**src/rtl/mem_ctrl_pkg.sv**
```systemverilog
// Shared encodings for the memory-access stage: mem_op codes, exception codes,
// controller states and small op-classification helpers.
package mem_ctrl_pkg;

  localparam int MEM_OP_W = 4;
  localparam int EXP_W    = 3;

  typedef enum logic [MEM_OP_W-1:0] {
    MEM_OP_NOP = 4'd0,
    MEM_OP_LW  = 4'd1,
    MEM_OP_LH  = 4'd2,
    MEM_OP_LHU = 4'd3,
    MEM_OP_LB  = 4'd4,
    MEM_OP_LBU = 4'd5,
    MEM_OP_SW  = 4'd6,
    MEM_OP_SH  = 4'd7,
    MEM_OP_SB  = 4'd8
  } mem_op_e;

  localparam logic [EXP_W-1:0] ISA_EXP_NO_EXP         = 3'd0;
  localparam logic [EXP_W-1:0] ISA_EXP_UNDEF_INSN     = 3'd1;
  localparam logic [EXP_W-1:0] ISA_EXP_LOAD_MISALIGN  = 3'd2;
  localparam logic [EXP_W-1:0] ISA_EXP_STORE_MISALIGN = 3'd3;
  localparam logic [EXP_W-1:0] ISA_EXP_BUS_ERR        = 3'd4;

  typedef enum logic {
    ST_IDLE = 1'b0,
    ST_BUSY = 1'b1
  } state_e;

  function automatic logic op_is_load(input logic [MEM_OP_W-1:0] op);
    return (op == MEM_OP_LW) || (op == MEM_OP_LH) || (op == MEM_OP_LHU) ||
           (op == MEM_OP_LB) || (op == MEM_OP_LBU);
  endfunction

  function automatic logic op_is_store(input logic [MEM_OP_W-1:0] op);
    return (op == MEM_OP_SW) || (op == MEM_OP_SH) || (op == MEM_OP_SB);
  endfunction

  // Byte accesses can never be misaligned.
  function automatic logic op_misaligned(input logic [MEM_OP_W-1:0] op, input logic [1:0] lo);
    if ((op == MEM_OP_LW) || (op == MEM_OP_SW)) return lo != 2'b00;
    if ((op == MEM_OP_LH) || (op == MEM_OP_LHU) || (op == MEM_OP_SH)) return lo[0];
    return 1'b0;
  endfunction

endpackage

```
**src/rtl/mem_ctrl_load_align.sv**
```systemverilog
// Load data extraction: selects the addressed byte/halfword lane of the read
// word and sign- or zero-extends it to 32 bits.
module mem_ctrl_load_align
  import mem_ctrl_pkg::*;
(
  input  logic [MEM_OP_W-1:0] op,
  input  logic [1:0]          addr_lo,
  input  logic [31:0]         rdata,
  output logic [31:0]         data
);

  logic [7:0]  byte_sel;
  logic [15:0] half_sel;

  always_comb begin
    byte_sel = rdata[{addr_lo, 3'b000} +: 8];
    half_sel = addr_lo[1] ? rdata[31:16] : rdata[15:0];
    case (op)
      MEM_OP_LB:  data = {{24{byte_sel[7]}}, byte_sel};
      MEM_OP_LBU: data = {24'd0, byte_sel};
      MEM_OP_LH:  data = {{16{half_sel[15]}}, half_sel};
      MEM_OP_LHU: data = {16'd0, half_sel};
      default:    data = rdata;
    endcase
  end

endmodule

```
**src/rtl/mem_ctrl.sv**
```systemverilog
// Memory-access pipeline stage: issues one req/ack bus transaction per aligned
// load/store, stalls upstream while it is outstanding, and emits a writeback pulse.
module mem_ctrl
  import mem_ctrl_pkg::*;
#(
  parameter int ADDR_W  = 32,
  parameter int TIMEOUT = 15
) (
  input  logic                clk,
  input  logic                rst,
  input  logic                in_valid,
  input  logic [MEM_OP_W-1:0] mem_op,
  input  logic [31:0]         alu_out,
  input  logic [31:0]         gpr_data,
  input  logic [4:0]          dst_addr,
  input  logic                gpr_we_,
  output logic                stall,
  output logic                bus_req,
  output logic                bus_we,
  output logic [ADDR_W-3:0]   bus_addr,
  output logic [3:0]          bus_be,
  output logic [31:0]         bus_wdata,
  input  logic [31:0]         bus_rdata,
  input  logic                bus_ack,
  output logic                wb_valid,
  output logic [4:0]          wb_dst_addr,
  output logic [31:0]         wb_data,
  output logic                wb_we_,
  output logic [EXP_W-1:0]    exp_code
);

  localparam logic [3:0] CNT_LAST = 4'(TIMEOUT - 1);

  state_e              state_q, state_d;
  logic [MEM_OP_W-1:0] op_q, op_d;
  logic [1:0]          addr_lo_q, addr_lo_d;
  logic [4:0]          dst_q, dst_d;
  logic                we_q, we_d;
  logic [3:0]          cnt_q, cnt_d;
  logic                bus_req_q, bus_req_d;
  logic                bus_we_q, bus_we_d;
  logic [ADDR_W-3:0]   bus_addr_q, bus_addr_d;
  logic [3:0]          bus_be_q, bus_be_d;
  logic [31:0]         bus_wdata_q, bus_wdata_d;
  logic                wb_valid_q, wb_valid_d;
  logic [4:0]          wb_dst_q, wb_dst_d;
  logic [31:0]         wb_data_q, wb_data_d;
  logic                wb_we_q, wb_we_d;
  logic [EXP_W-1:0]    exp_q, exp_d;

  logic [31:0] load_data;
  logic        in_is_mem;
  logic        in_is_undef;

  mem_ctrl_load_align u_load_align (
    .op      (op_q),
    .addr_lo (addr_lo_q),
    .rdata   (bus_rdata),
    .data    (load_data)
  );

  assign in_is_mem   = op_is_load(mem_op) || op_is_store(mem_op);
  assign in_is_undef = !in_is_mem && (mem_op != MEM_OP_NOP);

  always_comb begin
    state_d     = state_q;
    op_d        = op_q;
    addr_lo_d   = addr_lo_q;
    dst_d       = dst_q;
    we_d        = we_q;
    cnt_d       = cnt_q;
    bus_req_d   = bus_req_q;
    bus_we_d    = bus_we_q;
    bus_addr_d  = bus_addr_q;
    bus_be_d    = bus_be_q;
    bus_wdata_d = bus_wdata_q;
    wb_valid_d  = 1'b0;
    wb_dst_d    = wb_dst_q;
    wb_data_d   = wb_data_q;
    wb_we_d     = wb_we_q;
    exp_d       = exp_q;
    stall       = 1'b0;

    case (state_q)
      ST_IDLE: begin
        if (in_valid) begin
          wb_dst_d  = dst_addr;
          wb_data_d = alu_out;
          if (!in_is_mem) begin
            // NOP passthrough, or an undefined op reported as an exception.
            wb_valid_d = 1'b1;
            wb_we_d    = in_is_undef ? 1'b1 : gpr_we_;
            exp_d      = in_is_undef ? ISA_EXP_UNDEF_INSN : ISA_EXP_NO_EXP;
          end else if (op_misaligned(mem_op, alu_out[1:0])) begin
            wb_valid_d = 1'b1;
            wb_we_d    = 1'b1;
            exp_d      = op_is_store(mem_op) ? ISA_EXP_STORE_MISALIGN : ISA_EXP_LOAD_MISALIGN;
          end else begin
            stall      = 1'b1;
            state_d    = ST_BUSY;
            op_d       = mem_op;
            addr_lo_d  = alu_out[1:0];
            dst_d      = dst_addr;
            we_d       = gpr_we_;
            cnt_d      = 4'd0;
            bus_req_d  = 1'b1;
            bus_we_d   = op_is_store(mem_op);
            bus_addr_d = alu_out[ADDR_W-1:2];
            case (mem_op)
              MEM_OP_SH: begin
                bus_be_d    = alu_out[1] ? 4'b1100 : 4'b0011;
                bus_wdata_d = {2{gpr_data[15:0]}};
              end
              MEM_OP_SB: begin
                bus_be_d    = 4'b0001 << alu_out[1:0];
                bus_wdata_d = {4{gpr_data[7:0]}};
              end
              default: begin
                bus_be_d    = 4'b1111;
                bus_wdata_d = gpr_data;
              end
            endcase
          end
        end
      end

      ST_BUSY: begin
        stall = 1'b1;
        if (bus_ack || (cnt_q == CNT_LAST)) begin
          // An ack on the final counted cycle still completes normally.
          state_d    = ST_IDLE;
          bus_req_d  = 1'b0;
          cnt_d      = 4'd0;
          wb_valid_d = 1'b1;
          wb_dst_d   = dst_q;
          if (!bus_ack) begin
            wb_data_d = 32'd0;
            wb_we_d   = 1'b1;
            exp_d     = ISA_EXP_BUS_ERR;
          end else if (op_is_store(op_q)) begin
            wb_data_d = 32'd0;
            wb_we_d   = 1'b1;
            exp_d     = ISA_EXP_NO_EXP;
          end else begin
            wb_data_d = load_data;
            wb_we_d   = we_q;
            exp_d     = ISA_EXP_NO_EXP;
          end
        end else begin
          cnt_d = cnt_q + 4'd1;
        end
      end

      default: state_d = ST_IDLE;
    endcase
  end

  always_ff @(posedge clk or posedge rst) begin
    if (rst) begin
      state_q     <= ST_IDLE;
      op_q        <= MEM_OP_NOP;
      addr_lo_q   <= 2'd0;
      dst_q       <= 5'd0;
      we_q        <= 1'b1;
      cnt_q       <= 4'd0;
      bus_req_q   <= 1'b0;
      bus_we_q    <= 1'b0;
      bus_addr_q  <= '0;
      bus_be_q    <= 4'd0;
      bus_wdata_q <= 32'd0;
      wb_valid_q  <= 1'b0;
      wb_dst_q    <= 5'd0;
      wb_data_q   <= 32'd0;
      wb_we_q     <= 1'b1;
      exp_q       <= ISA_EXP_NO_EXP;
    end else begin
      state_q     <= state_d;
      op_q        <= op_d;
      addr_lo_q   <= addr_lo_d;
      dst_q       <= dst_d;
      we_q        <= we_d;
      cnt_q       <= cnt_d;
      bus_req_q   <= bus_req_d;
      bus_we_q    <= bus_we_d;
      bus_addr_q  <= bus_addr_d;
      bus_be_q    <= bus_be_d;
      bus_wdata_q <= bus_wdata_d;
      wb_valid_q  <= wb_valid_d;
      wb_dst_q    <= wb_dst_d;
      wb_data_q   <= wb_data_d;
      wb_we_q     <= wb_we_d;
      exp_q       <= exp_d;
    end
  end

  assign bus_req     = bus_req_q;
  assign bus_we      = bus_we_q;
  assign bus_addr    = bus_addr_q;
  assign bus_be      = bus_be_q;
  assign bus_wdata   = bus_wdata_q;
  assign wb_valid    = wb_valid_q;
  assign wb_dst_addr = wb_dst_q;
  assign wb_data     = wb_data_q;
  assign wb_we_      = wb_we_q;
  assign exp_code    = exp_q;

endmodule

```
**config.mk**
```make
export PLATFORM = sky130hd
export DESIGN_NAME = mem_ctrl
export DESIGN_NICKNAME = d
export VERILOG_FILES = /design/src/rtl/mem_ctrl_pkg.sv /design/src/rtl/mem_ctrl_load_align.sv /design/src/rtl/mem_ctrl.sv
export SDC_FILE = /design/constraint.sdc
export NUM_CORES = 1
export LEC_CHECK = 0
export CAP_MARGIN = 20
export CORE_MARGIN = 2
export CORE_UTILIZATION = 50
export DETAILED_ROUTE_END_ITERATION = 16
export PLACE_DENSITY = 0.9
export SKIP_LAST_GASP = 1
export SLEW_MARGIN = 20
export SYNTH_ARGS = -nofsm -noshare
export SYNTH_HDL_FRONTEND = slang
export SYNTH_SLANG_ARGS = --single-unit
```
**constraint.sdc**
```tcl
create_clock -name clk -period 9.15 [get_ports clk]
set_input_delay 2.2875 -clock clk [delete_from_list [all_inputs] [get_ports clk]]
set_output_delay 2.2875 -clock clk [all_outputs]
set_load 0.05 [all_outputs]
```
==> results_dict.tcl <==
set metrics [dict create \
    outcome "finished, final reports clean" \
    tns_ps 0 \
    avgSynthCellArea_um2 11.4 \
    min_path_type "flip-flop to flip-flop" \
    slew_headroom_pct 28.0 \
    crit_fanout 20 \
    dieArea_um2 13800 \
    clock_latency_ps 420 \
    io_buffers 220 \
    die_w_um 117 \
    yosysTopAreaCell "dfrtp_1" \
    clock_sinks 127 \
    place_congestion 0.874 \
    grt_util_met2_pct 48.2 \
    ios 221 \
    use_met1_pct 37.3 \
    drc_errors 0 \
    tightest_slew_ps 1080 \
    rsz0062_at_grt "no" \
    final_util_pct 73.6 \
    hpwl_um 14200 \
    synth.distinct_cells 57 \
    netlist_top_cells_area "dfrtp_1 49%, mux2_4 14%, o21ai_0 7.1%, mux2i_1 3.1%, a21oi_1 2.8%" \
    ctsHoldBuffers 0 \
    final_area_um2 9260 \
    grt_max_degree 76 \
    rows 41 \
    maxSlewViolCount 0 \
    grt.busiest_layer "met2" \
    period_share_pct 84.7 \
    cp_slowest_cell "clkdlybuf4s50_1" \
    diodes 0 \
    fp.dieH_um 117 \
    netlist.area_leader.share_pct 48.7 \
    required_ps 6860 \
    wl_per_cell_um 21.1 \
    cts_resized 0 \
    cts_buffers 17 \
    ys_warn_count 0 \
    seq_area_frac_synth_pct 49.5 \
    overflow 0 \
    cp_slowest_stage_delay_ps 930 \
    clk_pin_slew_ps 50 \
    worst-path-buf-inv 2 \
    cts_tree "done" \
    start_kind "input pin" \
    clock_skew_ps 7.48 \
    stdcell_count 958 \
    ys.flop_type "dfrtp_1" \
    drt_wl_total_um 20200 \
    p_leak_nw 4.04 \
    dr.pass1.iters 5 \
    path_delay_family "buffers and inverters" \
    syn_area_um2 6420 \
    worst_path_most_repeated_cell "clkdlybuf4s50_1" \
    layout.nets 887 \
    clock.fmax_ghz 0.129 \
    post_dp_cell_area_um2 8630 \
    use_met3_pct 8.56 \
    cts-root-buf "clkbuf_16" \
    grt_pass1_vias 5792 \
    grt_pass1_wl_um 31900 \
    clk_path_buf_depth 2 \
    setup_viol 0 \
    syn_nets 678 \
    htreeDepth 4 \
    final_common_cell "clkdlybuf4s50_1" \
    finalHoldViolations 0 \
    synth-edff-count 0 \
    mostFrequentLayoutCells "220 x clkdlybuf4s50_1, 125 x dfrtp_1, 91 x o21ai_0" \
    cp_data_arrival_time_ps 5460 \
    critical_path.cell_chain "clkdlybuf4s50_1 > nor3b_1 > a21oi_1 > o32a_1 > o21ai_0 > clkdlybuf4s50_1" \
    crit_path_end_kind "output port" \
    drt_iter0_markers 682 \
    worstSetupPathType "input pin to output port" \
    grt_antenna_before_repair 0 \
    period_minus_slack_ps 7750 \
    ant_nets 0 \
    total_power_mw 3.94 \
    grt_use_total_pct 29.4 \
    syn_inst 566 \
    viasPerCell 5.94 \
    cts_setup_buffers 0 \
    powerDensity_nw_per_um2 426 \
    vias 5691 \
    start_util_pct 51.1 \
    cap_violations 0 \
    fillers 815 \
    dp.cells 927 \
    drive_gt1_share_pct 15.1 \
    syn_to_final_growth_pct 44.1 \
    core_area_um2 12600 \
    ys_ff_latch 127 \
    vdd_drop_max_uv 261 \
    synth_async_sr_flop_share_pct 100 \
]
## through the flow
step                worst slack, ps  hold slack (ps)
finish                         1400              481
global route                   1310              510
CTS                            1520              483
detailed placement             1500              469
global placement               1690              464
floorplan                      2560              481
## worst paths after layout
check,depth (start not counted),startpoint,end,slack [ps]
min in group asynchronous,2,rst,bus_be[2]$_DFFE_PP0P_,2290
max in group asynchronous,3,rst,wb_data[25]$_DFFE_PP0P_,5520
min reg2reg,2,wb_dst_addr[1]$_DFFE_PP0P_,wb_dst_addr[1]$_DFFE_PP0P_,480
max,6,mem_op[3],stall,1400
min,2,wb_dst_addr[1]$_DFFE_PP0P_,wb_dst_addr[1]$_DFFE_PP0P_,480
max reg2reg,5,state_q$_DFF_PP0_,bus_addr[19]$_DFFE_PP0P_,6020
## state kept, by name (all words and copies together) (netlist names), 2 cells and up
register / flops
bus_wdata: 32
wb_data: 32
bus_addr: 30
dst_q: 5
wb_dst_addr: 5
bus_be: 4
cnt_q: 4
op_q: 4
exp_code: 3
addr_lo_q: 2
## synthesized netlist by cell type (all sizes together) (8+ instances only)
cell type,number
clkbuf,17
nand3,12
and3,8
mux2i,20
nand2,26
buf,20
a21oi,36
inv,12
dfrtp,125
nor2,45
mux2,66
o21ai,92
a311oi,8
a221o,8
## cells by family after synthesis
kind of cell | Yosys count | synth area share, %
AO/OA/AOI/OAI | 185 | 18.1
AND/OR/NAND/NOR | 114 | 8.22
multiplexers | 87 | 18.6
adder cells (fa/ha/maj) | 3 | 0.545
flip-flops | 127 | 49.5
buffers and inverters | 50 | 5.04
## report_power, final
group / switching (mW) / internal [mW] / leakage (nW)
sequential: 0.215 / 0.841 / 1.52
clock: 0.239 / 0.445 / 0.293
combinational: 1.39 / 0.811 / 2.23
## worst reg2reg max path, stage by stage (launching register included)
cell	delay (ps)
dfrtp_1	760
nand2b_1	190
buf_4	360
or2_4	490
buf_4	800
mux2_4	410
## routing by layer
layer / vias up / share of wire [%]
li1: 2491 / -
met3: 41 / 9.7
met5: - / 0
met1: 2818 / 39
met4: 0 / 2.3
met2: 341 / 49
## layout make-up
type	count	area, um^2	share of cell area, %
multi-input cells	389	2940	31.8
clock buffers	23	478	5.16
well taps	172	215	2.33
clock inverters	7	110	1.19
repair buffers	227	2270	24.6
flip-flops and latches	127	3180	34.4
inverters	13	53.8	0.581
No activity file was read; power rests on OpenSTA's default activity.
